$ cat config.mk
export PLATFORM = sky130hd
export DESIGN_NAME = ct_ifu_icache_refill_wr
export DESIGN_NICKNAME = d
export VERILOG_FILES = /design/src/rtl/ct_ifu_icache_pkg.sv /design/src/rtl/ct_ifu_refill_beat_fifo.sv /design/src/rtl/ct_ifu_icache_refill_wr.sv
export SDC_FILE = /design/constraint.sdc
export NUM_CORES = 1
export LEC_CHECK = 0
export ABC_CLOCK_PERIOD_IN_PS = 10300
export BUFFER_PORTS_ARGS = -buffer_cell sky130_fd_sc_hd__buf_2
export CAP_MARGIN = 40
export CORE_MARGIN = 2
export CORE_UTILIZATION = 45
export DETAILED_ROUTE_END_ITERATION = 10
export PLACE_DENSITY = 0.79
export SLEW_MARGIN = 20
export SYNTH_ARGS = -nofsm -noshare
export SYNTH_HDL_FRONTEND = slang
export SYNTH_SLANG_ARGS = --single-unit
$ cat constraint.sdc
create_clock -name forever_cpuclk -period 10.3 [get_ports forever_cpuclk]
set_clock_uncertainty 0.2 [all_clocks]
set_input_delay 1.03 -clock forever_cpuclk [delete_from_list [all_inputs] [get_ports forever_cpuclk]]
set_output_delay 1.03 -clock forever_cpuclk [all_outputs]
set_load 0.1 [all_outputs]
$ cat src/rtl/ct_ifu_icache_pkg.sv
//------------------------------------------------------------------------------
// ct_ifu_icache_pkg : shared constants for the icache refill write path
// Revision: 1.0
//------------------------------------------------------------------------------
`default_nettype none

package ct_ifu_icache_pkg;

    localparam logic [1:0] ST_IDLE = 2'b00;
    localparam logic [1:0] ST_FILL = 2'b01;
    localparam logic [1:0] ST_DONE = 2'b10;

    localparam int LINE_BYTES = 64;
    localparam int BANK_W     = 32;
    localparam int NUM_BANKS  = 4;
    localparam int ROW_W      = BANK_W * NUM_BANKS;

    // Data-array address MSB for each supported cache size
    localparam int WIDTH_32K  = 12;
    localparam int WIDTH_64K  = 13;
    localparam int WIDTH_128K = 14;
    localparam int WIDTH_256K = 15;

    function automatic bit width_is_legal(input int w);
        return (w == WIDTH_32K) || (w == WIDTH_64K) ||
               (w == WIDTH_128K) || (w == WIDTH_256K);
    endfunction

endpackage

`default_nettype wire

$ cat src/rtl/ct_ifu_refill_beat_fifo.sv
//------------------------------------------------------------------------------
// ct_ifu_refill_beat_fifo : small refill beat buffer with flush and push+pop on full
// Revision: 1.0
//------------------------------------------------------------------------------
`default_nettype none

module ct_ifu_refill_beat_fifo #(
    parameter int DEPTH = 2,
    parameter int W     = 128
) (
    input  logic         clk,
    input  logic         rst,
    input  logic         i_flush,
    input  logic         i_push,
    input  logic         i_pop,
    input  logic [W-1:0] i_din,
    output logic         o_full,
    output logic         o_empty,
    output logic [W-1:0] o_head
);

    localparam int AW = $clog2(DEPTH);
    localparam logic [AW:0] C_DEPTH = (AW+1)'(DEPTH);

    logic [W-1:0]  r_mem [DEPTH];
    logic [AW-1:0] r_wr_ptr;
    logic [AW-1:0] r_rd_ptr;
    logic [AW:0]   r_count;

    logic w_pop_ok;
    logic w_push_ok;

    assign o_full    = (r_count == C_DEPTH);
    assign o_empty   = (r_count == '0);
    assign o_head    = r_mem[r_rd_ptr];
    assign w_pop_ok  = i_pop & ~o_empty;
    // A push into a full buffer is legal only when the head leaves in the same cycle
    assign w_push_ok = i_push & (~o_full | w_pop_ok);

    always_ff @(posedge clk) begin
        if (rst || i_flush) begin
            r_wr_ptr <= '0;
            r_rd_ptr <= '0;
            r_count  <= '0;
        end else begin
            if (w_push_ok) r_wr_ptr <= r_wr_ptr + 1'b1;
            if (w_pop_ok)  r_rd_ptr <= r_rd_ptr + 1'b1;
            case ({w_push_ok, w_pop_ok})
                2'b10:   r_count <= r_count + 1'b1;
                2'b01:   r_count <= r_count - 1'b1;
                default: r_count <= r_count;
            endcase
        end
    end

    always_ff @(posedge clk) begin
        if (w_push_ok && !i_flush) r_mem[r_wr_ptr] <= i_din;
    end

endmodule

`default_nettype wire

$ cat src/rtl/ct_ifu_icache_refill_wr.sv
//------------------------------------------------------------------------------
// ct_ifu_icache_refill_wr : buffers refill beats and writes them row by row
// into icache data array 1, yielding to fetch reads.
// Revision: 1.0
//------------------------------------------------------------------------------
`default_nettype none

module ct_ifu_icache_refill_wr
    import ct_ifu_icache_pkg::*;
#(
    parameter int WIDTH      = WIDTH_32K,
    parameter int BEATS      = LINE_BYTES * 8 / ROW_W,
    parameter int FIFO_DEPTH = 2
) (
    input  logic             forever_cpuclk,
    input  logic             cpurst,
    input  logic             refill_req_vld,
    input  logic [15:6]      refill_req_addr,
    output logic             refill_req_rdy,
    input  logic             refill_beat_vld,
    input  logic [ROW_W-1:0] refill_beat_data,
    output logic             refill_beat_rdy,
    input  logic             refill_abort,
    input  logic             ifu_fetch_rd_req,
    output logic             refill_done,
    output logic             ifu_icache_data_array1_bank0_cen_b,
    output logic             ifu_icache_data_array1_bank1_cen_b,
    output logic             ifu_icache_data_array1_bank2_cen_b,
    output logic             ifu_icache_data_array1_bank3_cen_b,
    output logic             ifu_icache_data_array1_bank0_clk_en,
    output logic             ifu_icache_data_array1_bank1_clk_en,
    output logic             ifu_icache_data_array1_bank2_clk_en,
    output logic             ifu_icache_data_array1_bank3_clk_en,
    output logic             ifu_icache_data_array1_wen_b,
    output logic [ROW_W-1:0] ifu_icache_data_array1_din,
    output logic [15:0]      ifu_icache_index,
    output logic             refill_busy
);

    localparam int CW = $clog2(BEATS) + 1;
    localparam logic [CW-1:0] C_BEATS = CW'(BEATS);

    // The index carries a fixed two-bit row field, so only a 4-beat line fits
    generate
        if (!width_is_legal(WIDTH) || BEATS != 4 || FIFO_DEPTH < 2) begin : g_bad_cfg
            $error("ct_ifu_icache_refill_wr: unsupported parameter set");
        end
    endgenerate

    logic [1:0]       r_state;
    logic [15:6]      r_addr;
    logic [CW-1:0]    r_rx_cnt;
    logic [CW-1:0]    r_wr_cnt;
    logic             r_wr_en;
    logic             r_done;
    logic [ROW_W-1:0] r_din;
    logic [15:0]      r_index;

    logic             w_fill;
    logic             w_pop;
    logic             w_push;
    logic             w_beat_rdy;
    logic             w_last_wr;
    logic             w_flush;
    logic             w_fifo_full;
    logic             w_fifo_empty;
    logic [ROW_W-1:0] w_fifo_head;

    assign w_fill     = (r_state == ST_FILL);
    assign w_pop      = w_fill & ~w_fifo_empty & ~ifu_fetch_rd_req & ~refill_abort;
    assign w_beat_rdy = w_fill & ~refill_abort & (r_rx_cnt < C_BEATS) &
                        (~w_fifo_full | w_pop);
    assign w_push     = refill_beat_vld & w_beat_rdy;
    assign w_flush    = w_fill & refill_abort;
    assign w_last_wr  = w_pop & (r_wr_cnt == C_BEATS - 1'b1);

    ct_ifu_refill_beat_fifo #(
        .DEPTH (FIFO_DEPTH),
        .W     (ROW_W)
    ) u_beat_fifo (
        .clk     (forever_cpuclk),
        .rst     (cpurst),
        .i_flush (w_flush),
        .i_push  (w_push),
        .i_pop   (w_pop),
        .i_din   (refill_beat_data),
        .o_full  (w_fifo_full),
        .o_empty (w_fifo_empty),
        .o_head  (w_fifo_head)
    );

    always_ff @(posedge forever_cpuclk) begin
        if (cpurst) begin
            r_state  <= ST_IDLE;
            r_addr   <= '0;
            r_rx_cnt <= '0;
            r_wr_cnt <= '0;
        end else begin
            case (r_state)
                ST_IDLE: begin
                    if (refill_req_vld) begin
                        r_state  <= ST_FILL;
                        r_addr   <= refill_req_addr;
                        r_rx_cnt <= '0;
                        r_wr_cnt <= '0;
                    end
                end
                ST_FILL: begin
                    if (refill_abort) begin
                        r_state <= ST_IDLE;
                    end else begin
                        if (w_push) r_rx_cnt <= r_rx_cnt + 1'b1;
                        if (w_pop && r_wr_cnt != C_BEATS) r_wr_cnt <= r_wr_cnt + 1'b1;
                        if (w_last_wr) r_state <= ST_DONE;
                    end
                end
                ST_DONE: r_state <= ST_IDLE;
                default: r_state <= ST_IDLE;
            endcase
        end
    end

    // Array-facing outputs are registered: the pop decision drives the array next cycle
    always_ff @(posedge forever_cpuclk) begin
        if (cpurst) begin
            r_wr_en <= 1'b0;
            r_done  <= 1'b0;
            r_din   <= '0;
            r_index <= '0;
        end else begin
            r_wr_en <= w_pop;
            r_done  <= (r_state == ST_DONE);
            if (w_pop) begin
                r_din   <= w_fifo_head;
                r_index <= {r_addr, r_wr_cnt[1:0], 4'b0000};
            end
        end
    end

    assign refill_req_rdy  = (r_state == ST_IDLE);
    assign refill_busy     = (r_state != ST_IDLE);
    assign refill_beat_rdy = w_beat_rdy;
    assign refill_done     = r_done;

    assign ifu_icache_data_array1_bank0_cen_b  = ~r_wr_en;
    assign ifu_icache_data_array1_bank1_cen_b  = ~r_wr_en;
    assign ifu_icache_data_array1_bank2_cen_b  = ~r_wr_en;
    assign ifu_icache_data_array1_bank3_cen_b  = ~r_wr_en;
    assign ifu_icache_data_array1_bank0_clk_en = r_wr_en;
    assign ifu_icache_data_array1_bank1_clk_en = r_wr_en;
    assign ifu_icache_data_array1_bank2_clk_en = r_wr_en;
    assign ifu_icache_data_array1_bank3_clk_en = r_wr_en;
    assign ifu_icache_data_array1_wen_b        = ~r_wr_en;
    assign ifu_icache_data_array1_din          = r_din;
    assign ifu_icache_index                    = r_index;

endmodule

`default_nettype wire

==> Word-level counts from Yosys, hierarchy flattened <==
Memories as Yosys holds them, arrays and structs flattened. A register that Yosys moved wholly into a read port is not among the register bits.
Cells that the tools add are included.
{ "totals": {"mem_count": 1, "reg_bits": 36, "ram_bits": 256, "inputBits": 144} }
{ "op_classes": {"n_bitwise": 18, "n_lt_le_gt_ge": 1, "n_mux": 14, "add_sub_neg": 6, "eq_ne": 12, "n_reduce_logical": 13} }
{ "mem_list": {"columns": ["name", "words", "word_bits", "read_ports", "rd_ports_with_merged_regs", "wr", "line_no", "rtl"], "rows": [
  ["u_beat_fifo.r_mem", 2, 128, 1, 1, 1, "ct_ifu_refill_beat_fifo.sv:25", "logic [W-1:0] r_mem [DEPTH];"]
]} }
{ "op_table": {"columns": ["cell", "n"], "rows": [
  ["3-bit two-way mux", 5],
  ["3-bit one-hot mux with 2 select lines", 2],
  ["1-bit AND", 11],
  ["2-bit one-hot mux with 2 select lines", 2],
  ["4-bit AND reduction", 2],
  ["3-bit by 1-bit adder with 3-bit output (second input constant)", 2],
  ["2-bit == test (second input constant)", 3],
  ["2-bit two-way mux", 3],
  ["2-bit nonzero test", 3],
  ["1-bit inverter", 5],
  ["2-bit by 1-bit == test with 1-bit output (second input constant)", 2],
  ["2-bit logical NOT", 2],
  ["2-bit by 1-bit inequality test with 1-bit output (second input constant)", 2],
  ["2-bit inequality test (second input constant)", 2],
  ["2-bit AND reduction", 2],
  ["3-bit by 2-bit == test with 1-bit output (second input constant)", 1],
  ["3-bit less-than comparator (second input constant)", 1],
  ["3-bit by 2-bit inequality test with 1-bit output (second input constant)", 1],
  ["3-bit inequality test (second input constant)", 1],
  ["1-bit adder (second input constant)", 2],
  ["2-bit by 1-bit adder with 2-bit output (second input constant)", 1],
  ["1-bit logical AND", 2],
  ["1-bit two-way mux", 2],
  ["1-bit OR", 2],
  ["other kinds (3)", 3]
]} }

==> Depth between registers and ports, before layout <==
Gate-level depths: netlist (run 1).
{ "depth": {"ltp_word": 12, "depth_mapped": 8, "depth_no_buf": 6} }

==> By module <==
Synthesis (run 1) repeated with hierarchy kept, for this count alone.
{ "unflattened": {"hier_cells": 1183, "area_unflattened_um2": 15741.3} }
{ "by_module_without_submodules": {"columns": ["module", "area_per_inst_um2", "n_inst", "cells_each"], "rows": [
  ["ct_ifu_refill_beat_fifo", 9490.4, 1, 427],
  ["ct_ifu_icache_refill_wr", 6251.0, 1, 756]
]} }

==> Least setup slack after synthesis (run 1) <==
Ideal clock, no wire load.
{ "synth_path": {"kind": "input-to-reg", "from": "in refill_abort", "to": "mem u_beat_fifo.r_mem[1][0] (enable)", "required_time_ns": 9.483, "slack_ns": 2.518, "setup_ns": 0.617, "cell_stages": 3, "arrival_time_ns": 6.964, "cell_sequence": "nor3b_1 -> nand3_1 -> nor2_1"} }
{ "synth_between": {"elab_chain_cells": 9, "word_cells_on_any_way": 15, "classes_between": "mux (2); bitwise (11); reduce/logical (2)"} }
{ "synth_lines": {"columns": ["element", "line_no", "rtl"], "rows": [
  ["start: declaration", "ct_ifu_icache_refill_wr.sv:23", "input logic refill_abort,"],
  ["1-bit inverter", "ct_ifu_icache_refill_wr.sv:70, ct_ifu_icache_refill_wr.sv:71", null],
  ["1-bit AND (on tied branches)", "ct_ifu_icache_refill_wr.sv:71, ct_ifu_icache_refill_wr.sv:70", null],
  ["1-bit AND or 1-bit OR (tied branches)", "ct_ifu_icache_refill_wr.sv:71, ct_ifu_icache_refill_wr.sv:72", null],
  ["1-bit AND", "ct_ifu_icache_refill_wr.sv:71", "assign w_beat_rdy = w_fill & ~refill_abort & (r_rx_cnt < C_BEATS) &"],
  ["1-bit AND", "ct_ifu_icache_refill_wr.sv:73", "assign w_push = refill_beat_vld & w_beat_rdy;"],
  ["1-bit AND", "ct_ifu_refill_beat_fifo.sv:38", "assign w_push_ok = i_push & (~o_full | w_pop_ok);"],
  ["1-bit logical AND (*)", "ct_ifu_refill_beat_fifo.sv:57", "if (w_push_ok && !i_flush) r_mem[r_wr_ptr] <= i_din;"],
  ["1-bit two-way mux (*)", "ct_ifu_refill_beat_fifo.sv:57", null],
  ["1-bit two-way mux (not written as such) (*)", "ct_ifu_refill_beat_fifo.sv:57", null],
  ["end: declaration", "ct_ifu_refill_beat_fifo.sv:25", null]
]} }
Mark *: on every way between the ends. The rest lies on a longest branch, timed or not.

==> Worst setup path after layout (run 1) <==
{ "layout_path": {"from": "in refill_abort", "to": "out refill_beat_rdy"} }
{ "layout_between": {"elab_chain_cells": 4, "word_cells_on_any_way": 6, "classes_between": "bitwise (6)"} }
{ "layout_lines": {"columns": ["element", "line_no", "rtl"], "rows": [
  ["1-bit inverter (*)", "ct_ifu_icache_refill_wr.sv:70, ct_ifu_icache_refill_wr.sv:71", null],
  ["1-bit AND (on tied branches)", "ct_ifu_icache_refill_wr.sv:71, ct_ifu_icache_refill_wr.sv:70", null],
  ["1-bit AND or 1-bit OR (tied branches)", "ct_ifu_icache_refill_wr.sv:71, ct_ifu_icache_refill_wr.sv:72", null],
  ["1-bit AND (*)", "ct_ifu_icache_refill_wr.sv:71", null],
  ["end: declaration", "ct_ifu_icache_refill_wr.sv:22", "output logic refill_beat_rdy,"]
]} }
Marks and branches as above.

==> key figures, run 1 <==
Outcome
  – Status: finished clean

Drt
  – DRT iter0 DRCs: 495
  – 1st-pass router iterations: 5
  – Vias: approximately 9.6k
  – Final ANT Viol Nets: 0
  – Drt wl/cell: 18.7 um
  – WL final: 33,600 um
  – DRC Markers: 0
  – Post-DR vias/cell: 5.31

Power
  – PD cells: 188 mW/mm^2
  – Max VDD drop: about 0.00014 V
  – P_leak: 0.00646 uW

Global route
  – Total grt overflow: 0
  – First-pass GRT wire length: 52,300 um
  – Antenna violations before repair: 12
  – Total GRT Usage: 0.187
  – Pin count of the biggest net entering global routing: 89
  – Vias in the first global route: 9,513

Cells and area
  – Final net count: 1,457
  – # fillers: 2,690
  – Storage cell area: 0.0110 sq mm
  – Area Overhead vs Synth: 22.4%
  – Area of the multi-input gates: 0.00366 sq mm
  – Post-layout instance count excluding filler cells: around 1.8k
  – Share of layout cells above drive strength 1: 0.295
  – Core Util, Final: 0.557

Worst setup path
  – Critical path fanouts, max: 46
  – CP Launch Type: primary input
  – Worst EP required: 9.07 ns
  – Reg-to-Reg Start: r_rx_cnt[2]
  – CP Capture Point: refill_beat_rdy
  – Setup Crit Path Kind: primary input to primary output
  – Reg2Reg Depth: 5
  – Critical Path AT: between 2 and 2.5 ns
  – Crit Reg-Reg Endpoint: u_beat_fifo.r_mem[0][64]
  – Crit path capture type: primary output
  – Crit path from: refill_abort
  – Reg2reg setup slack: 7.19 ns

CTS
  – Hold_buf cts: 0
  – Max clock buf depth: 3
  – Reg clk slew, reported paths: approximately 0.060 ns
  – CTS tree: yes
  – CTS root buffer: clkbuf_16
  – Gates resized, CTS repair: 0
  – CTS Sinks: 420
  – Worst-skew pair later-pin latency: 0.54 ns
  – Cts bufs inserted: 44
  – Post-CTS setup buffers: 0
  – Htree depth: 2

Timing
  – Ratio of final minimum period to clock period: 0.361
  – Tmin final: 3.72 ns
  – Slew Limit Headroom: 0.478
  – Setup TNS: 0 ns
  – # setup viols final: 0
  – Slew Limit Fails: 0
  – Worst-Margin Slew: 0.783 ns
  – RSZ-0062 raised after global routing: false
  – Final Hold Viols: 0
  – Fmax: between 0.2 and 0.3 GHz
  – Fin worst setup slack: 6.58 ns

Placed design
  – GPL Wtd Cong: 0.771
  – PortBufs: 296
  – DPL Wire Length: 20,600 um
  – Dpl cells: 1,707
  – Post-Place Worst Slack: 6.35 ns

Die
  – Starting Density: 0.455
  – # rows: 67
  – Core footprint: 0.0333 sq mm
  – Die footprint: 0.0351 sq mm
  – Chip width: 187 um
  – DIE HEIGHT: between 150 and 200 um
  – Ports: 301

Logic synthesis
  – Ys Warns: 0
  – EDFF count, synth: 256
  – Synth Area per Inst: 14.6 sq um
  – Top_reg_cell synth: edfxtp_1
  – Mapped Area: approximately 0.015 sq mm
  – FFs w/ async S/R, synth: 0
  – Cell count after synthesis: 1,036
  – Post-synth top area share: 0.508
  – Largest area contributor in the netlist: edfxtp_1
  – FF+latch count, synth: 420
  – Seq/Total Area, Yosys: 0.725
  – Distinct cells, synth: 40
  – Synth top area cells: edfxtp_1 (51%), dfxtp_1 (22%), mux2i_1 (8.5%), a211oi_1 (6.4%), a21oi_1 (5.1%)

Flow run
  – Max-cap violations: 0

Worst hold path
  – Hold Crit Class: register to register
  – Worst hold stages: 2
-- metrics by stage --
step / power (uW) / instance area (sq um) / hold WS [ns]
after CTS: 3500 / 18400 / 0.259
after floorplan: 1910 / 15100 / 0.237
after detailed placement: 1950 / 17000 / 0.250
after global routing: 3590 / 18500 / 0.282
after global placement: 1950 / 16800 / 0.242
final: 3480 / 18500 / 0.264
-- cell families (layout without fill, tap and decap cells) --
| group | Yosys count | after routing | share of synthesized area |
|---|---|---|---|
| xor gates and xnor gates | 2 | 2 | 0.00116 |
| AOI/OAI and AO/OA | 304 | 304 | 0.124 |
| muxes | 131 | 131 | 0.0868 |
| other | 1 | 12 | 0.000248 |
| and+or+nand+nor | 70 | 70 | 0.0237 |
| buffers and inverters | 103 | 406 | 0.0354 |
| adders and majority gates | 5 | 5 | 0.00413 |
| DFF | 420 | 420 | 0.725 |
-- cells in the final DEF (no fill, tap or decap), types with 7 or more instances in the layout --
cell type and instances:
nand3_1 14, clkinv_2 10, o21ai_0 15, clkbuf_1 10, edfxtp_1 256, dfxtp_1 163, mux2i_1 129, buf_2 295
inv_1 7, diode_2 8, a21oi_1 154, buf_4 12, a211oi_1 128, clkbuf_16 45, buf_16 8, nand2_1 24
-- final cells by class --
cell class              count  share of cell area
diodes                      8             0.00108
repair buffers            318              0.0992
inverters                   8             0.00189
flip-flops and latches    420               0.592
clock inverters            24              0.0139
well taps                 448              0.0303
clock buffers              56              0.0636
multi-input cells         516               0.198
-- power breakdown --
part / internal, uW / switching, uW / total (uW)
Combinational: 36.0 / 86.5 / 123
Clock: 936 / 621 / 1560
Sequential: 1790 / 5.05 / 1800
-- flip-flops by register name, indices dropped and copies added, names as in the netlist, 2 cells and up --
signal                      cells
u_beat_fifo.r_mem             256
ifu_icache_data_array1_din    128
ifu_icache_index               12
r_addr                         10
r_rx_cnt                        3
r_wr_cnt                        3
r_state                         2
u_beat_fifo.r_count             2
-- layer usage --
metal  track usage  wire length [um]  up-vias
li1              -                 -     4502
met1         0.238             13700     4612
met2         0.305             16200      354
met3        0.0548              2720       77
met4        0.0706              1010        6
met5             0                30        -
-- critical path, stage by stage --
cell     delay, ns
buf_2         0.13
nor3b_2       0.20
buf_4         0.49
nand2_1       0.09
nor2_1        0.10
buf_2         0.43
-- worst min-delay path by stage --
stage	from	endpoint	slack, ns
6_report	r_addr[11]	r_addr[11]	0.26
3_3_place_gp	r_addr[13]	r_addr[13]	0.24
3_5_place_dp	r_addr[13]	r_addr[13]	0.25
2_1_floorplan	r_addr[10]	r_addr[10]	0.24
4_1_cts	r_addr[13]	r_addr[13]	0.26
5_1_grt	r_addr[7]	r_addr[7]	0.28
-- cells in the mapped netlist (2+ instances only) --
library cell,n
a211oi_1,128
a21oi_1,154
buf_2,32
buf_4,29
clkbuf_1,34
dfxtp_1,164
edfxtp_1,256
ha_1,5
inv_1,8
mux2_2,2
mux2i_1,129
nand2_1,24
nand3_1,14
nand3b_1,2
nand4_1,2
nor2_1,5
nor3_1,5
nor3b_1,5
o21ai_0,15
or3_1,3
Power figures use the tool's default switching activity.
==> run 2: changes to the inputs <==
ABC_CLOCK_PERIOD_IN_PS = 3500   (was 10300)
clock period = 3.5 ns   (was 10.3 ns; I/O delays follow)
==> key figures, run 2 (synthesized netlist as in run 1, its figures left out) <==
Power
  – PD cells: 520 mW/mm^2
  – P_leak: 0.00692 uW
  – Total Power: 10,300 uW
  – Max VDD drop: 0.000500 V

Drt
  – WL final: between 30,000 and 40,000 um
  – DRC Markers: 0
  – DRT iter0 DRCs: 635
  – Vias: just over 10k
  – Final ANT Viol Nets: 0
  – 1st-pass router iterations: 4
  – Post-DR vias/cell: 5.34
  – Drt wl/cell: 18.8 um

Die
  – Die footprint: 0.0351 sq mm
  – Ports: 301
  – Core footprint: ~0.033 sq mm
  – # rows: 67
  – Starting Density: 0.455
  – DIE HEIGHT: 187 um
  – Chip width: approximately 190 um

Cells and area
  – Area Overhead vs Synth: 30.4%
  – Max reg flops: 256
  – Post-layout instance count excluding filler cells: roughly 1.9k
  – Share of layout cells above drive strength 1: 0.262
  – Most common cell after layout, fill and taps aside: buf_2
  – Final net count: roughly 1.6k
  – Commonest cells after routing, fill and taps aside: buf_2 (295), edfxtp_1 (256), dfxtp_1 (162), a21oi_1 (154), dlygate4sd3_1 (139)
  – Core Util, Final: 0.593
  – Largest Register: u_beat_fifo.r_mem

Timing
  – Fin Hold WS: 0.0814 ns
  – Slew Limit Headroom: 0.462
  – Fmax: 0.384 GHz
  – Final Hold Viols: 0
  – Slew Limit Fails: 0
  – Tmin final: 2.60 ns
  – Fin worst setup slack: 0.897 ns
  – Worst-Margin Slew: about 0.81 ns
  – # setup viols final: 0
  – Ratio of final minimum period to clock period: 0.744
  – RSZ-0062 raised after global routing: false

Worst setup path
  – CP cell instances: dlygate4sd3_1 > buf_2 > nor3b_2 > nand2_1 > nor2_1 > buf_2
  – Critical Path AT: around 2 ns
  – CP peak stage delay: between 0.5 and 0.6 ns
  – Crit path capture type: primary output
  – Worst EP required: 2.95 ns
  – Worst path most repeated cell: buf_2
  – CP Launch Type: primary input
  – CP max stage cell: dlygate4sd3_1
  – Critical path fanouts, max: 5
  – Setup Crit Path Kind: primary input to primary output

Placed design
  – DPL Wire Length: 19,400 um
  – Post-Place Worst Slack: 1.08 ns
  – Dpl cells: 1,701
  – GPL Wtd Cong: 0.767
  – PortBufs: 296

CTS
  – Worst-skew pair later-pin latency: 0.55 ns
  – Htree depth: 2
  – Max clock buf depth: 3
  – CTS Sinks: 420
  – Gates resized, CTS repair: 0
  – Reg clk slew, reported paths: roughly 0.06 ns
  – Cts bufs inserted: between 40 and 50
  – Post-CTS setup buffers: 0
  – CTS root buffer: clkbuf_16
  – CTS tree: yes

Outcome
  – Status: finished clean

Worst hold path
  – Hold Crit Class: primary input to register

Global route
  – Total GRT Usage: 0.200
  – First-pass GRT wire length: 56,300 um
  – Antenna violations before repair: 4
  – Pin count of the biggest net entering global routing: 143
  – Total grt overflow: 0
  – Vias in the first global route: 10.5k

Flow run
  – Max-cap violations: 0
run 2: cell types whose count changed in the layout (fill, tap and decap cells not counted), moves of 4 or more:
cell	change
buf_12	+8
clkinvlp_4	+5
buf_4	-9
diode_2	-4
buf_16	-8
dlygate4sd3_1	+139
clkinv_2	-4
run 2: report_power, final:
part	total, uW	internal (uW)	switching [uW]
combinational	487	203	284
clock	4470	2600	1880
sequential	5290	5280	15.4
run 2: layout make-up:
class / count / area, sq um
clock buffer: 58 / 1170
tap: 448 / 561
antenna: 4 / 10.0
sequential: 420 / 11000
multi-input combinational: 516 / 3670
timing repair buffer: 448 / 3100
fill: 2498 / 13500
clock inverter: 23 / 214
inverter: 8 / 33.8
run 2: critical path: cells and delay by family:
family	cells	cell delay, ns
buf+inv	3	1.16
simple gates	3	0.55
run 2: path summary, 6_finish.rpt:
kind                    from                       endpoint  slack [ns]  cells after the start
min          refill_beat_vld                    r_rx_cnt[2]        0.08                      4
min reg2reg        r_addr[8]                      r_addr[8]        0.26                      2
max             refill_abort                refill_beat_rdy        0.90                      6
max reg2reg       r_state[1]  ifu_icache_data_array1_din[8]        1.11                      4
run 2: layer usage:
metal	global-route usage	wire (um)	vias to the layer above
li1	-	-	4760
met3	0.0480	2520	95
met5	0	0	-
met4	0.0860	1360	0
met2	0.348	18500	439
met1	0.238	13900	4981
run 2: what timing repair did:
action	4_1_cts	5_1_grt
endpoints found under the setup margin	0	0
endpoints found under the hold margin	271	0
hold buffers	139	0
run 2: through the flow:
| step | cell area [sq um] | TNS [ns] |
|---|---|---|
| floorplan | 15200 | -0.352 |
| global placement | 16900 | 0 |
| detailed placement | 16900 | 0 |
| CTS | 19700 | 0 |
| global route | 19700 | 0 |
| finish | 19700 | 0 |
==> run 3: changes to the inputs <==
ABC_CLOCK_PERIOD_IN_PS = 2330   (was 3500)
PLACE_DENSITY = 0.82   (was 0.79)
clock period = 2.33 ns   (was 3.5 ns; I/O delays follow)
==> key figures, run 3 (synthesized netlist as in run 1, its figures left out) <==
Drt
  – Vias: 10.5k
  – DRT iter0 DRCs: 650
  – WL final: around 38,000 um
  – Post-DR vias/cell: between 5 and 6
  – Final ANT Viol Nets: 0
  – 1st-pass router iterations: 5
  – Drt wl/cell: 19.3 um
  – DRC Markers: 0

Worst hold path
  – Hold Crit Class: primary input to register

Cells and area
  – # fillers: between 2k and 2.5k
  – Area Overhead vs Synth: 32.8%
  – Core Util, Final: 0.604
  – Post-layout instance count excluding filler cells: 1,953
  – Max reg flops: 256
  – Share of layout cells above drive strength 1: 0.278
  – Most common cell after layout, fill and taps aside: buf_2
  – Final net count: roughly 1.6k
  – Largest Register: u_beat_fifo.r_mem
  – Commonest cells after routing, fill and taps aside: buf_2 (294), edfxtp_1 (256), dfxtp_1 (161), a21oi_1 (154), dlygate4sd3_1 (141)

Power
  – P_leak: a little over 0.007 uW
  – PD cells: 763 mW/mm^2
  – Total Power: approximately 15,000 uW
  – Max VDD drop: 0.000869 V

Die
  – Die footprint: 0.0351 sq mm
  – # rows: 67
  – Core footprint: 0.0333 sq mm
  – Ports: approximately 300
  – Starting Density: 0.455
  – Chip width: 187 um
  – DIE HEIGHT: 187 um

CTS
  – Post-CTS setup buffers: 0
  – CTS root buffer: clkbuf_16
  – CTS tree: yes
  – Max clock buf depth: 3
  – Htree depth: 2
  – Cts bufs inserted: between 40 and 50
  – Worst-skew pair later-pin latency: around 0.53 ns
  – Reg clk slew, reported paths: 0.06 ns
  – CTS Sinks: 420

Global route
  – Vias in the first global route: 10.8k
  – Total grt overflow: 0
  – Pin count of the biggest net entering global routing: 129
  – Total GRT Usage: 0.207
  – First-pass GRT wire length: 57,900 um
  – Antenna violations before repair: 1

Worst setup path
  – Worst EP required: around 1.9 ns
  – Crit path capture type: primary output
  – Critical path fanouts, max: 9
  – Setup Crit Path Kind: primary input to primary output
  – Critical Path AT: 1.81 ns
  – CP Launch Type: primary input

Timing
  – # setup viols final: 0
  – Final Hold Viols: 0
  – Setup TNS: 0 ns
  – Tmin final: 2.24 ns
  – Slew Limit Headroom: 0.574
  – Fmax: 0.445 GHz
  – Worst-Margin Slew: 0.638 ns
  – Ratio of final minimum period to clock period: 0.963
  – Slew Limit Fails: 0
  – Fin Hold WS: 0.0596 ns

Flow run
  – Max-cap violations: 0

Outcome
  – Status: finished clean

Placed design
  – Dpl cells: 1,733
  – GPL Wtd Cong: 0.840
  – DPL Wire Length: 21,700 um
  – PortBufs: ~300
## run 3: cell count changes in the layout (fill, tap and decap cells not counted), moves of 2 or more
cell / previous run / this run
dlygate4sd3_1: 139 / 141
diode_2: 4 / 1
buf_4: 3 / 26
clkinv_4: 0 / 2
clkbuf_8: 2 / 4
clkbuf_1: 12 / 14
inv_6: 2 / 0
buf_12: 10 / 18
clkinv_2: 6 / 3
## run 3: worst paths after layout
kind                                  startpoint                       end  slack, ns  cells past startpoint
worst max-delay path                refill_abort           refill_beat_rdy       0.09                      7
worst min-delay path            ifu_fetch_rd_req       ifu_icache_index[4]       0.06                      4
worst max register to register       r_rx_cnt[2]  u_beat_fifo.r_mem[1][21]       0.20                      5
worst min register to register         r_addr[7]                 r_addr[7]       0.25                      2
## run 3: layout make-up
| class | instances | area [sq um] | area share |
|---|---|---|---|
| flip-flops and latches | 420 | 11000 | 0.546 |
| multi-input cells | 516 | 3680 | 0.183 |
| repair buffers | 482 | 3480 | 0.173 |
| clock buffers | 63 | 1230 | 0.0614 |
| well taps | 448 | 561 | 0.0279 |
| clock inverters | 15 | 134 | 0.00666 |
| inverters | 8 | 37.5 | 0.00187 |
| diodes | 1 | 2.50 | 0.000124 |
## run 3: stage by stage
stage | setup WS [ns] | area (sq um)
floorplan | -1.17 | 15200
CTS | 0.0118 | 20100
finish | 0.0853 | 20100
detailed placement | 0.0981 | 17300
global route | -0.0177 | 20100
global placement | 0.223 | 17300
## run 3: metal layers
layer  part of all wire  wire [um]  track usage  up-vias
met2               0.50      18800        0.361      463
met5                  0          0            0        -
met1               0.39      14600        0.247     5055
met3              0.076       2870       0.0503      104
li1                   -          -            -     4835
met4              0.036       1340       0.0839        0
## run 3: worst max-delay path, cell delays in order
cell and delay, ns:
dlygate4sd3_1 0.54, buf_2 0.18, nor3b_4 0.25, buf_6 0.18, nand2_1 0.08, nor2_2 0.13, buf_8 0.21
## run 3: timing repair
item                       CTS  global route
setup endpoints to repair    1             1
hold endpoints to repair   278             0
gates resized for setup      1             5
hold buffers               141             0
pin swaps                    0             1
## run 3: power by group
| part | internal (uW) | switching (uW) | total (uW) |
|---|---|---|---|
| sequential | 7930 | 22.7 | 7950 |
| clock | 3900 | 2720 | 6610 |
| combinational | 327 | 440 | 768 |
